===== src/rtl/channel_collector_if.sv =====
// Channel collector bus interface.
// Groups the upstream beat stream (data_in/channel_in/valid_in) and the
// downstream pixel-vector handshake (pixel_data/pixel_valid/pixel_ready)
// together with the sticky status flags (overflow, seq_error).
//   master : upstream/downstream environment (drives beats and pixel_ready)
//   slave  : channel_collector (consumes beats, produces pixel vectors)
interface channel_collector_if #(
    parameter int unsigned N        = 16,
    parameter int unsigned CHANNELS = 16
);
    localparam int unsigned CW = (CHANNELS > 1) ? $clog2(CHANNELS) : 1;

    logic [N-1:0]          data_in;
    logic [CW-1:0]         channel_in;
    logic                  valid_in;
    logic [N*CHANNELS-1:0] pixel_data;
    logic                  pixel_valid;
    logic                  pixel_ready;
    logic                  overflow;
    logic                  seq_error;

    modport master (
        output data_in, channel_in, valid_in, pixel_ready,
        input  pixel_data, pixel_valid, overflow, seq_error
    );

    modport slave (
        input  data_in, channel_in, valid_in, pixel_ready,
        output pixel_data, pixel_valid, overflow, seq_error
    );
endinterface


===== src/rtl/channel_collector.sv =====
// Channel collector: gathers CHANNELS consecutive N-bit activation beats
// into one packed pixel vector using two ping-pong banks, and presents each
// completed vector downstream with a valid/ready handshake.
// Ports:
//   clk  - single clock, rising edge
//   rst  - synchronous, active-high reset
//   bus  - channel_collector_if.slave (beat input, pixel output, status)
// Optional feature: define CHANNEL_CHECK_EN to check channel_in against the
// expected lane on every accepted beat and flag/recover order violations.
module channel_collector #(
    parameter int unsigned N        = 16,
    parameter int unsigned CHANNELS = 16
) (
    input  logic              clk,
    input  logic              rst,
    channel_collector_if.slave bus
);
    localparam int unsigned CW   = (CHANNELS > 1) ? $clog2(CHANNELS) : 1;
    localparam logic [CW-1:0] LAST = CW'(CHANNELS - 1);

    logic [N-1:0]  r_bank [2][CHANNELS];
    logic [1:0]    r_full;
    logic          r_wr_bank;
    logic          r_rd_bank;
    logic [CW-1:0] r_cnt;
    logic          r_overflow;

    logic          w_xfer;
    logic          w_wr_free;
    logic          w_accept;
    logic          w_drop;
    logic          w_in_order;
    logic          w_we;
    logic [CW-1:0] w_lane;
    logic [CW-1:0] w_cnt_nxt;
    logic          w_complete;

    // Handshake and bank availability; a bank leaving this cycle is writable.
    assign w_xfer    = r_full[r_rd_bank] & bus.pixel_ready;
    assign w_wr_free = ~r_full[r_wr_bank] | (w_xfer & (r_rd_bank == r_wr_bank));
    assign w_accept  = bus.valid_in & w_wr_free;
    assign w_drop    = bus.valid_in & ~w_wr_free;

`ifdef CHANNEL_CHECK_EN
    logic r_seq_error;
    logic w_seq_set;

    assign w_in_order    = (bus.channel_in == r_cnt);
    assign bus.seq_error = r_seq_error;
`else
    logic w_unused_channel;

    // Lane is taken from the counter alone; channel_in is not consulted.
    assign w_in_order       = 1'b1;
    assign w_unused_channel = ^bus.channel_in;
    assign bus.seq_error    = 1'b0;
`endif

    // Lane write / counter next-state.
    always_comb begin
        w_we       = 1'b0;
        w_lane     = r_cnt;
        w_cnt_nxt  = r_cnt;
        w_complete = 1'b0;
`ifdef CHANNEL_CHECK_EN
        w_seq_set  = 1'b0;
`endif
        if (w_accept) begin
            if (w_in_order) begin
                w_we = 1'b1;
                if (r_cnt == LAST) begin
                    w_complete = 1'b1;
                    w_cnt_nxt  = '0;
                end else begin
                    w_cnt_nxt = r_cnt + CW'(1);
                end
            end
`ifdef CHANNEL_CHECK_EN
            else begin
                // Out-of-order beat: abandon the partial vector; a channel-0
                // beat is taken as the start of a fresh vector.
                w_seq_set = 1'b1;
                if (bus.channel_in == '0) begin
                    w_we      = 1'b1;
                    w_lane    = '0;
                    w_cnt_nxt = CW'(1);
                end else begin
                    w_cnt_nxt = '0;
                end
            end
`endif
        end
    end

    // Bank storage, pointers and sticky flags.
    always_ff @(posedge clk) begin
        if (rst) begin
            for (int b = 0; b < 2; b++) begin
                for (int c = 0; c < CHANNELS; c++) begin
                    r_bank[b][c] <= '0;
                end
            end
            r_full     <= '0;
            r_wr_bank  <= 1'b0;
            r_rd_bank  <= 1'b0;
            r_cnt      <= '0;
            r_overflow <= 1'b0;
`ifdef CHANNEL_CHECK_EN
            r_seq_error <= 1'b0;
`endif
        end else begin
            if (w_we) begin
                r_bank[r_wr_bank][w_lane] <= bus.data_in;
            end
            // Clear before set so a same-cycle refill of a freed bank wins.
            if (w_xfer) begin
                r_full[r_rd_bank] <= 1'b0;
                r_rd_bank         <= ~r_rd_bank;
            end
            if (w_complete) begin
                r_full[r_wr_bank] <= 1'b1;
                r_wr_bank         <= ~r_wr_bank;
            end
            r_cnt <= w_cnt_nxt;
            if (w_drop) begin
                r_overflow <= 1'b1;
            end
`ifdef CHANNEL_CHECK_EN
            if (w_seq_set) begin
                r_seq_error <= 1'b1;
            end
`endif
        end
    end

    // Output vector straight from the read bank's registers.
    always_comb begin
        bus.pixel_data = '0;
        for (int c = 0; c < CHANNELS; c++) begin
            bus.pixel_data[c*N +: N] = r_bank[r_rd_bank][c];
        end
    end

    assign bus.pixel_valid = r_full[r_rd_bank];
    assign bus.overflow    = r_overflow;
endmodule


===== src/flat_wrapper.sv =====
// flat-port wrapper written by rule: the top's interface ports become plain ports
module channel_collector_flat 
#(
    parameter int unsigned N        = 16,
    parameter int unsigned CHANNELS = 16
)
  (clk, rst, bus_data_in, bus_channel_in, bus_valid_in, bus_pixel_ready, bus_pixel_data, bus_pixel_valid, bus_overflow, bus_seq_error);
  channel_collector_if #(.N(N), .CHANNELS(CHANNELS)) bus_i ();
  input  logic clk;
  input  logic rst;
  input wire logic [$bits(bus_i.data_in)-1:0] bus_data_in;
  input wire logic [$bits(bus_i.channel_in)-1:0] bus_channel_in;
  input wire logic [$bits(bus_i.valid_in)-1:0] bus_valid_in;
  input wire logic [$bits(bus_i.pixel_ready)-1:0] bus_pixel_ready;
  output wire logic [$bits(bus_i.pixel_data)-1:0] bus_pixel_data;
  output wire logic [$bits(bus_i.pixel_valid)-1:0] bus_pixel_valid;
  output wire logic [$bits(bus_i.overflow)-1:0] bus_overflow;
  output wire logic [$bits(bus_i.seq_error)-1:0] bus_seq_error;
  assign bus_i.data_in = bus_data_in;
  assign bus_i.channel_in = bus_channel_in;
  assign bus_i.valid_in = bus_valid_in;
  assign bus_i.pixel_ready = bus_pixel_ready;
  assign bus_pixel_data = bus_i.pixel_data;
  assign bus_pixel_valid = bus_i.pixel_valid;
  assign bus_overflow = bus_i.overflow;
  assign bus_seq_error = bus_i.seq_error;
  channel_collector #(.N(N), .CHANNELS(CHANNELS)) u_core (.clk(clk), .rst(rst), .bus(bus_i));
endmodule

===== config.mk =====
export PLATFORM = sky130hd
export DESIGN_NAME = channel_collector_flat
export DESIGN_NICKNAME = d
export VERILOG_FILES = /design/src/rtl/channel_collector_if.sv /design/src/rtl/channel_collector.sv /design/src/flat_wrapper.sv
export SDC_FILE = /design/constraint.sdc
export NUM_CORES = 1
export LEC_CHECK = 0
export ABC_AREA = 1
export BUFFER_PORTS_ARGS = -buffer_cell sky130_fd_sc_hd__buf_2
export CAP_MARGIN = 15
export CORE_MARGIN = 1.5
export CORE_UTILIZATION = 60
export DETAILED_ROUTE_END_ITERATION = 12
export PLACE_DENSITY_LB_ADDON = 0.05
export SYNTH_ARGS = -nofsm -noshare
export SYNTH_HDL_FRONTEND = slang
export SYNTH_SLANG_ARGS = --single-unit

===== constraint.sdc =====
create_clock -name clk -period 7.7 [get_ports clk]
set_input_delay 1.54 -clock clk [delete_from_list [all_inputs] [get_ports clk]]
set_output_delay 1.54 -clock clk [all_outputs]
set_load 0.05 [all_outputs]

==> results of run 1 <==
## power groups by stage
| stage | Sequential [µW] | Combinational, µW | Clock [µW] |
|---|---|---|---|
| 2_1_floorplan | 3480 | 395 | 0 |
| 3_3_place_gp | 3490 | 594 | 0 |
| 3_5_place_dp | 3510 | 600 | 0 |
| 4_1_cts | 3450 | 601 | 2320 |
| 5_1_grt | 3470 | 630 | 2430 |
| 6_report | 3450 | 607 | 2320 |
## worst max-delay path by stage
stage,from,to,slack [ns],cells after the start
after floorplan,rst,u_core.r_bank[1][112],3.79,9
final,rst,u_core.r_bank[0][32],2.74,10
after global routing,rst,u_core.r_bank[0][32],2.54,10
after detailed placement,rst,u_core.r_bank[0][42],2.23,10
after CTS,rst,u_core.r_bank[0][32],2.80,10
after global placement,rst,u_core.r_bank[0][134],2.33,10
## cells in the mapped netlist, drive strengths merged
cell     instances  area [µm²]
o2111ai          3        26.3
dfxtp           10         200
mux2           256        2880
nor2           281        1060
clkbuf          52         195
buf             24         184
nor3b            1        7.51
edfxtp         512       15400
ha               4        50.1
clkinv           6        22.5
inv             49         186
nand3           15        90.1
nor3            20         100
o211ai           2        15.0
a21oi            9        45.0
nand3b          12         231
conb             1        3.75
o22ai            1        6.26
o21ai           14        73.8
nand4            3        18.8
nand2           81         327
## registers in the layout, summed over array words and instances, names as in the netlist, named ones only
register             cells
u_core.r_rd_bank         1
u_core.r_full            2
u_core.bus.overflow      1
u_core.r_bank          512
u_core.r_wr_bank         1
u_core.r_cnt             4
## area by class of cell
class                      count  area [µm²]  area share
tap                          455         569      0.0233
antenna                        2        5.00    0.000205
timing repair buffer         300        1620      0.0664
clock buffer                  65        1350      0.0552
sequential                   522       15600       0.637
inverter                      55         209     0.00854
multi-input combinational    703        4960       0.203
clock inverter                25         178     0.00726
## metrics by stage
stage	worst slack [ns]	total power (µW)	std cells	hold WS, ns	util
floorplan	3.79	3880	1356	0.472	-
global placement	2.33	4090	2033	0.436	0.662
detailed placement	2.23	4110	2033	0.445	0.662
CTS	2.80	6370	2123	0.457	0.707
global route	2.54	6520	2126	0.482	0.708
finish	2.74	6370	2127	0.461	0.708
## cells by family after synthesis
kind of cell | after synthesis
flip-flops | 522
multiplexers | 256
buffers and inverters | 131
AND/OR/NAND/NOR | 413
AO/OA/AOI/OAI | 29
other | 1
adder cells (fa/ha/maj) | 4
## routing by layer
metal | track usage | up-vias
met1 | 0.443 | 6339
met5 | 0 | -
li1 | - | 5430
met3 | 0.0491 | 89
met2 | 0.483 | 631
met4 | 0.0760 | 4
## critical path, cell delays in order
cell and delay (ns):
buf_2 0.17, inv_1 0.79, nand3_1 0.31, nor2_1 0.16, nand3_1 0.15, nand3_1 0.14
nor2_2 0.07, nand2_4 0.52, nand3b_2 0.51, nand2_1 0.76
==> metrics.yaml, run 1 <==
place_area_mm2: 0.0229
r2r_cells: 12
status: "completed"
switching_power_uw: 1570
cp-end-kind: "flip-flop"
postLayoutCellArea_mm2: 0.0245
path_max_fanout: 39
synth_mux_area_frac: 0.137
start_kind: "input port"
grt_start_max_net_pins: 95
rsz0062_at_grt: "false"
cts_tree: "done"
slew_viol_final: 0
period_needed_ns: 4.96
synth-simple-area-share: 0.0869
yosys.area_share.adder: 0.00237
track_usage: 0.304
synth_seq_area_share: 0.738
final_nets: 1661
worstHoldStart: "u_core.bus.overflow"
setup_viol: 0
max_freq_ghz: 0.202
postCtsSetupRepairBufs: 0
min_path_type: "flip-flop to flip-flop"
fill_cells: 2320
ys.warnings.count: 0
regToRegSetupSlack_ns: 3.09
wl_met3_um: 5140
synth-seq-cells: 522
grt_pass1_vias: 11800
num_rows: 68
cts-hold-fix-buffers: 0
critPathArrivalTime_ns: 5.15
critPathRequiredTime_ns: 7.89
final_cell_mix: "512 x edfxtp_1, 277 x buf_2, 273 x nor2_1"
p_sw_frac: 0.246
maxCapViolCount: 0
hold_viol: 0
dpl.hpwl_um: 31100
clockBufferDepth: 3
layout_commonest_cell: "edfxtp_1"
area_growth_pct: 16.0
ctsResizeCount: 0
routed_via_density: 5.87
die_area_mm2: 0.0363
pwr-share-clk: 0.364
first_pass_iters: 5
met1Wirelength_um: 22500
cts_buffers: 51
path_clk_slew_ns: 0.06
hold-path-cell-count: 2
max_slew_margin: 0.149
power_density_mw_per_mm2: 260
wl_per_cell_um: 26.2
fin_skew_ns: 0.0114
drt_iter0_drc: 1607
synth_xor_area_frac: 0
place.gp.congestion: 0.861
drc: 0
ios: 283
tns_ns: 0
synth_nets: 1384
syn_inst: 1356
wl_um: 55600
grt_pass1_wl_um: 77500
via_count: 12500
grt_antenna_before_repair: 8
pwr-share-comb: 0.095
wl_met2_um: 26800
pwr-share-seq: 0.541
cts_sinks: 522
syn_area_per_cell_um2: 15.6
tightest_slew_ns: 1.28
ys_types: 32
syn_area_mm2: 0.0211
r2r_start: "u_core.r_wr_bank"
routed.top_layer: "met5"
core_area_mm2: 0.0345
die_x_um: 191
synth_top_family_by_area: "multiplexers"
critPathKind: "input port to flip-flop"
htree_levels: 2
die_y_um: 191
overflow: 0
ir_worst_vdd_mv: 0.187
ant_nets: 0
clk-insertion-delay-late_ns: 0.57
whs_endpoint: "u_core.bus.overflow"
cts-root-buf: "clkbuf_16"
start_util: 0.611
rr_endpoint: "u_core.r_bank[0][32]"
synth_compound_area_frac: 0.00789
portBuffers: 277
p_leak_uw: 0.00983
final.period_utilization: 0.644
drive_gt1_frac: 0.390
p_int_uw: 4800
Note: power is estimated with default switching activity, not from simulation.
==> inputs of run 2 (changes only) <==
Settings changed: ABC_AREA 1 to 0, CORE_UTILIZATION 60 to 52.
Clock period 7.7 ns to 4.35 ns, I/O delays scaled along.
==> run 2 against run 1 <==
Effect of this change: synthesized cell count is 2.1% higher; combinational power increased by 68%; sequential cell count stayed put.
==> metrics.yaml, run 2 <==
status: "completed"  # unchanged
fin_skew_ns: 0.0200  # was 0.0114 ns
ant_nets: 0  # unchanged
critPathKind: "flip-flop to output pin"  # was input port to flip-flop
synth_edf_count: 512  # unchanged
largestRegisters: "u_core.r_bank x512, u_core.r_cnt x4, u_core.r_full x2"  # unchanged
layout_commonest_cell: "edfxtp_1"  # unchanged
cts_sinks: 522  # unchanged
ctsResizeCount: 0  # unchanged
max_stage_delay_ns: 0.94  # was 0.79 ns
drc: 0  # unchanged
start_kind: "flip-flop"  # was input port
cts_buffers: 51  # unchanged
num_rows: 73  # was 68
final_cell_mix: "512 x edfxtp_1, 277 x buf_2, 258 x mux2_2"  # was 512 x edfxtp_1, 277 x buf_2, 273 x nor2_1
postCtsSetupRepairBufs: 0  # unchanged
wl_um: 61300  # was 55,600 µm
tightest_slew_ns: 1.05  # was 1.28 ns
syn_inst: 1385  # was 1,356
min_path_type: "flip-flop to flip-flop"  # unchanged
crit_path_cell_trace: "buf_12 > mux2_2 > buf_2"  # was buf_2 > inv_1 > nand3_1 > nor2_1 > nand3_1 > nand3_1 > nor2_2 > nand2_4 > nand3b_2 > nand2_1
critPathRequiredTime_ns: 3.48  # was 7.89 ns
wl_per_cell_um: 27.1  # was 26.2 µm
htree_levels: 2  # unchanged
path_clk_slew_ns: 0.06  # about the same
setup_viol: 0  # unchanged
largest_reg_flops: 512  # unchanged
tns_ns: 0  # unchanged
ir_worst_vdd_mv: 0.300  # was 0.187 mV
cts-root-buf: "clkbuf_16"  # unchanged
core_area_mm2: 0.0400  # was 0.0345 mm²
final.period_utilization: 0.782
place_area_mm2: 0.0235  # was 0.0229 mm²
syn_area_mm2: 0.0212  # was 0.0211 mm²
cts-hold-fix-buffers: 0  # unchanged
final_nets: 1721  # was 1,661
start_util: 0.530  # was 0.611
cp_num_buf_inv: 2  # unchanged
r2r_start: "u_core.r_cnt[0]"  # was u_core.r_wr_bank
yosysMostFrequentCell: "edfxtp_1"  # unchanged
hold_viol: 0  # unchanged
cp_top_family: "flip-flops"  # was simple AND/OR/NAND/NOR gates
ios: 283  # unchanged
p_leak_uw: 0.00962  # was 0.00983 µW
synth_flop_cell: "edfxtp_1"  # unchanged
multi_input_area_mm2: 0.00526  # was 0.00496 mm²
cp-end-kind: "output pin"  # was flip-flop
area_growth_pct: 18.8  # was 16.0%
synth-seq-cells: 522  # unchanged
dpl.hpwl_um: 39800  # was 31,100 µm
period_needed_ns: 3.40
drive_gt1_frac: 0.402  # was 0.390
switching_power_uw: 2730  # was 1570 µW
track_usage: 0.292  # was 0.304
rsz0062_at_grt: "false"  # unchanged
ys_types: 44  # was 32
die_x_um: 205  # was 191 µm
max_freq_ghz: 0.294
power_density_mw_per_mm2: 448  # was 260 mW/mm²
synth_seq_area_share: 0.734  # was 0.738
synth_area_leaders: "edfxtp_1 72%, mux2_2 14%, nor2_1 3.7%"  # was edfxtp_1 73%, mux2_2 14%, nor2_1 5.0%
p_int_uw: 8560  # was 4800 µW
fill_cells: 3034  # was 2,320
grt_pass1_wl_um: 85800  # was 77,500 µm
slew_viol_final: 0  # unchanged
pwr-share-comb: 0.091  # was 0.095
die_y_um: 205  # was 191 µm
die_area_mm2: 0.0420  # was 0.0363 mm²
path_max_fanout: 55  # was 39
overflow: 0  # unchanged
grt_start_max_net_pins: 81  # was 95
drt_iter0_drc: 1628  # was 1,607
regArea_mm2: 0.0156  # unchanged
portBuffers: 277  # unchanged
pwr-share-clk: 0.390  # was 0.364
max_slew_margin: 0.303  # was 0.149
worstHoldStart: "u_core.r_full[1]"  # was u_core.bus.overflow
clockBufferDepth: 3  # unchanged
async_reset_ff_frac: 0  # unchanged
crit_slowest_cell: "dfxtp_4"  # was inv_1
critPathArrivalTime_ns: 2.53  # was 5.15 ns
synth_nets: 1413  # was 1,384
syn_area_per_cell_um2: 15.3  # was 15.6 µm²
first_pass_iters: 6  # was 5
routed_via_density: 5.81  # was 5.87
pwr-share-seq: 0.519  # was 0.541
yosys-top-cells-count: "512 x edfxtp_1, 258 x mux2_2, 210 x nor2_1"  # was 512 x edfxtp_1, 279 x nor2_1, 256 x mux2_2
clk-insertion-delay-late_ns: 0.59  # was 0.57 ns
cts_tree: "done"  # unchanged
grt_antenna_before_repair: 4  # was 8
place.gp.congestion: 0.894  # was 0.861
ys.warnings.count: 0  # unchanged
p_sw_frac: 0.242  # was 0.246
via_count: 13100  # was 12,500
maxCapViolCount: 0  # unchanged
grt_pass1_vias: 12600  # was 11,800
regMostFlops: "u_core.r_bank"  # unchanged
yosys.area.top_type: "edfxtp_1"  # unchanged
yosys.area.top_type_share: 0.725  # was 0.729
postLayoutCellArea_mm2: 0.0252  # was 0.0245 mm²
run 2: cell types whose count changed in the layout (fill, tap and decap cells not counted), moves of 9 or more:
cell      delta
o21ai_1     +20
nor3_1      +65
inv_1       -24
buf_4       +42
nor3_2      +16
nand3b_4    -11
nor2_1      -63
clkbuf_8     +9
run 2: kinds of logic after synthesis:
logic type | share of synthesized area
adders and majority gates | 0.00236
other | 0.000177
AOI/OAI and AO/OA | 0.0182
DFF | 0.734
buffers and inverters | 0.0224
and+or+nand+nor | 0.0852
muxes | 0.137
run 2: worst paths after layout:
path | end | slack [ns] | cells past startpoint
max | bus_pixel_data[221] | 0.95 | 3
min | flip-flop | 0.52 | 1
max reg2reg | u_core.r_bank[1][23] | 1.14 | 7
min reg2reg | flip-flop | 0.52 | 1
run 2: cell type report:
cell class,count,share of cell area
clock inverters,20,0.00636
clock buffers,75,0.0595
multi-input cells,749,0.209
well taps,525,0.0261
diodes,1,0.0000993
inverters,26,0.00387
flip-flops and latches,522,0.618
repair buffers,343,0.0772
run 2: per-layer routing:
metal | up-vias | part of all wire | global-route usage
met2 | 686 | 0.46 | 0.441
met3 | 110 | 0.090 | 0.0603
met1 | 6596 | 0.42 | 0.426
met4 | 4 | 0.029 | 0.0944
met5 | - | 0.00042 | 0
li1 | 5731 | - | -
run 2: power groups by stage:
stage	clock [µW]	combinational (µW)	sequential [µW]
finish	4400	1020	5860
global route	4610	1060	5880
CTS	4440	1020	5860
detailed placement	0	1020	5960
global placement	0	1010	5950
floorplan	0	658	5940
run 2: metrics by stage:
stage / instances / util / worst slack, ns / total power [µW] / hold WS, ns
6_report: 2261 / 0.630 / 0.950 / 11300 / 0.524
5_1_grt: 2260 / 0.630 / 0.853 / 11600 / 0.529
4_1_cts: 2260 / 0.630 / 0.894 / 11300 / 0.495
3_5_place_dp: 2165 / 0.588 / 0.715 / 6980 / 0.484
3_3_place_gp: 2165 / 0.588 / 0.739 / 6970 / 0.475
2_1_floorplan: 1385 / - / 0.803 / 6600 / 0.467
run 2: worst reg2reg max path, cell delays in order, from the launching register on:
cell and delay, ns:
dfxtp_1 0.41, ha_1 0.32, clkinv_1 0.43, o211ai_1 0.35, a221oi_4 0.11, buf_4 0.23, nor3_2 0.75, buf_4 0.42
==> inputs of run 3 (changes only) <==
Clock period 4.35 ns to 3 ns, I/O delays scaled along.
==> run 3 against run 2 <==
Effect of this change: clock-buffer cell count shrank 4; highest routed layer is now met4; register-to-register slack got worse by 0.97 ns; die area unchanged; largest cell class unchanged; sequential share of layout area decreased by 0.70 points; worst hold slack worse by 0.23 ns; wire length is 2.3% lower; combinational power is 48% higher; global-route usage down 0.63 points.
==> metrics.yaml, run 3 (same netlist as run 2, synthesis figures left out) <==
cts_tree: "done"  # unchanged
critPathArrivalTime_ns: 3.15  # was 2.53 ns
maxCapViolCount: 0  # unchanged
critPathKind: "flip-flop to flip-flop"  # was flip-flop to output pin
path_clk_slew_ns: 0.07  # was 0.06 ns
slew_viol_final: 0  # unchanged
start_util: 0.530  # unchanged
cts-hold-fix-buffers: 0  # unchanged
via_count: 13200  # was 13,100
start_kind: "flip-flop"  # unchanged
power_uw: 16300  # was 11,300 µW
grt_pass1_wl_um: 84500  # was 85,800 µm
power_density_mw_per_mm2: 638  # was 448 mW/mm²
r2r_cells: 7  # unchanged
wl_per_cell_um: 26.0  # was 27.1 µm
ctsResizeCount: 0  # unchanged
tightest_slew_ns: 1.07  # was 1.05 ns
grt_antenna_before_repair: 3  # was 4
grt_pass1_vias: 12800  # was 12,600
place.gp.congestion: 0.893  # was 0.894
worstHoldStart: "bus_pixel_ready"  # was u_core.r_full[1]
htree_levels: 2  # unchanged
dpl.hpwl_um: 39900  # was 39,800 µm
path_max_fanout: 16  # was 55
track_usage: 0.285  # was 0.292
final_cell_mix: "512 x edfxtp_1, 277 x buf_2, 258 x mux2_2"  # unchanged
num_rows: 73  # unchanged
setup_viol: 0  # unchanged
fin_cells: 2300  # was 2,261
ant_nets: 0  # unchanged
layout_commonest_cell: "edfxtp_1"  # unchanged
r2r_start: "u_core.r_cnt[0]"  # unchanged
core_area_mm2: 0.0400  # unchanged
ir_worst_vdd_mv: 0.558  # was 0.300 mV
drive_gt1_frac: 0.416  # was 0.402
cts_sinks: 522  # unchanged
overflow: 0  # unchanged
cp-end-kind: "flip-flop"  # was output pin
postCtsSetupRepairBufs: 0  # unchanged
status: "completed"  # unchanged
regToRegSetupSlack_ns: 0.17  # was 1.14 ns
clk-insertion-delay-late_ns: 0.59  # about the same
regMostFlops: "u_core.r_bank"  # unchanged
first_pass_iters: 5  # was 6
drt_iter0_drc: 1260  # was 1,628
routed_via_density: 5.74  # was 5.81
rr_endpoint: "u_core.r_bank[1][87]"  # was u_core.r_bank[1][23]
die_y_um: 205  # unchanged
die_area_mm2: 0.0420  # unchanged
wl_um: 59900  # was 61,300 µm
drc: 0  # unchanged
postLayoutCellArea_mm2: 0.0255  # was 0.0252 mm²
cts-root-buf: "clkbuf_16"  # unchanged
largest_reg_flops: 512  # unchanged
p_leak_uw: 0.00982  # was 0.00962 µW
min_path_type: "input port to flip-flop"  # was flip-flop to flip-flop
place_area_mm2: 0.0239  # was 0.0235 mm²
largestRegisters: "u_core.r_bank x512, u_core.r_cnt x4, u_core.r_full x2"  # unchanged
placed_cells: 2208  # was 2,165
rsz0062_at_grt: "false"  # unchanged
fin_util: 0.637  # was 0.630
critPathRequiredTime_ns: 3.31  # was 3.48 ns
grt_start_max_net_pins: 81  # unchanged
ios: 283  # unchanged
period_needed_ns: 2.83
fin_skew_ns: 0.0162  # was 0.0200 ns
portBuffers: 277  # unchanged
max_freq_ghz: 0.353
tns_ns: 0  # unchanged
hold_viol: 0  # unchanged
final_nets: 1764  # was 1,721
cts_buffers: 51  # unchanged
max_slew_margin: 0.287  # was 0.303
area_growth_pct: 20.2  # was 18.8%
final.period_utilization: 0.944
clockBufferDepth: 3  # unchanged
die_x_um: 205  # unchanged
hold-path-cell-count: 2  # was 1
## run 3: worst max path at each step
stage	from	to	cells past startpoint
floorplan	rst	u_core.r_bank[0][0]	6
CTS	flip-flop	bus_pixel_data[114]	3
global placement	u_core.r_cnt[0]	u_core.r_bank[1][183]	7
finish	u_core.r_cnt[0]	u_core.r_bank[1][87]	7
global route	u_core.r_cnt[0]	u_core.r_bank[1][24]	7
detailed placement	u_core.r_cnt[0]	u_core.r_bank[1][183]	7
## run 3: per-stage QoR
step | hold slack, ns | worst slack, ns
finish | 0.290 | 0.168
global route | 0.298 | 0.0633
CTS | 0.252 | 0.134
detailed placement | 0.459 | 0.265
global placement | 0.446 | 0.320
floorplan | 0.467 | -0.0902
## run 3: final cells by class
class	instances	area (µm²)
diodes	3	7.51
clock buffers	71	1470
clock inverters	18	155
fillers	3027	14500
inverters	26	97.6
multi-input cells	749	5270
flip-flops and latches	522	15600
well taps	525	657
repair buffers	386	2250
## run 3: layer usage
layer / global-route usage / part of all wire / up-vias / wire, µm
met5: 0 / 0 / - / 0
met4: 0.100 / 0.028 / 0 / 1680
met3: 0.0593 / 0.089 / 103 / 5320
met2: 0.446 / 0.47 / 661 / 28200
met1: 0.400 / 0.41 / 6613 / 24700
li1: - / - / 5818 / -
## run 3: critical path, stage by stage, from the launching register on
cell	delay, ns
dfxtp_1	0.42
inv_1	0.11
ha_1	0.28
a21bo_2	0.21
a31oi_1	0.14
a221oi_4	0.92
nor3_2	0.19
buf_4	0.28
## run 3: where the power goes
group,internal (µW),total (µW),switching [µW]
Clock,3650,6260,2610
Combinational,341,1510,1170
Sequential,8400,8490,88.9
Total,12400,16300,3870
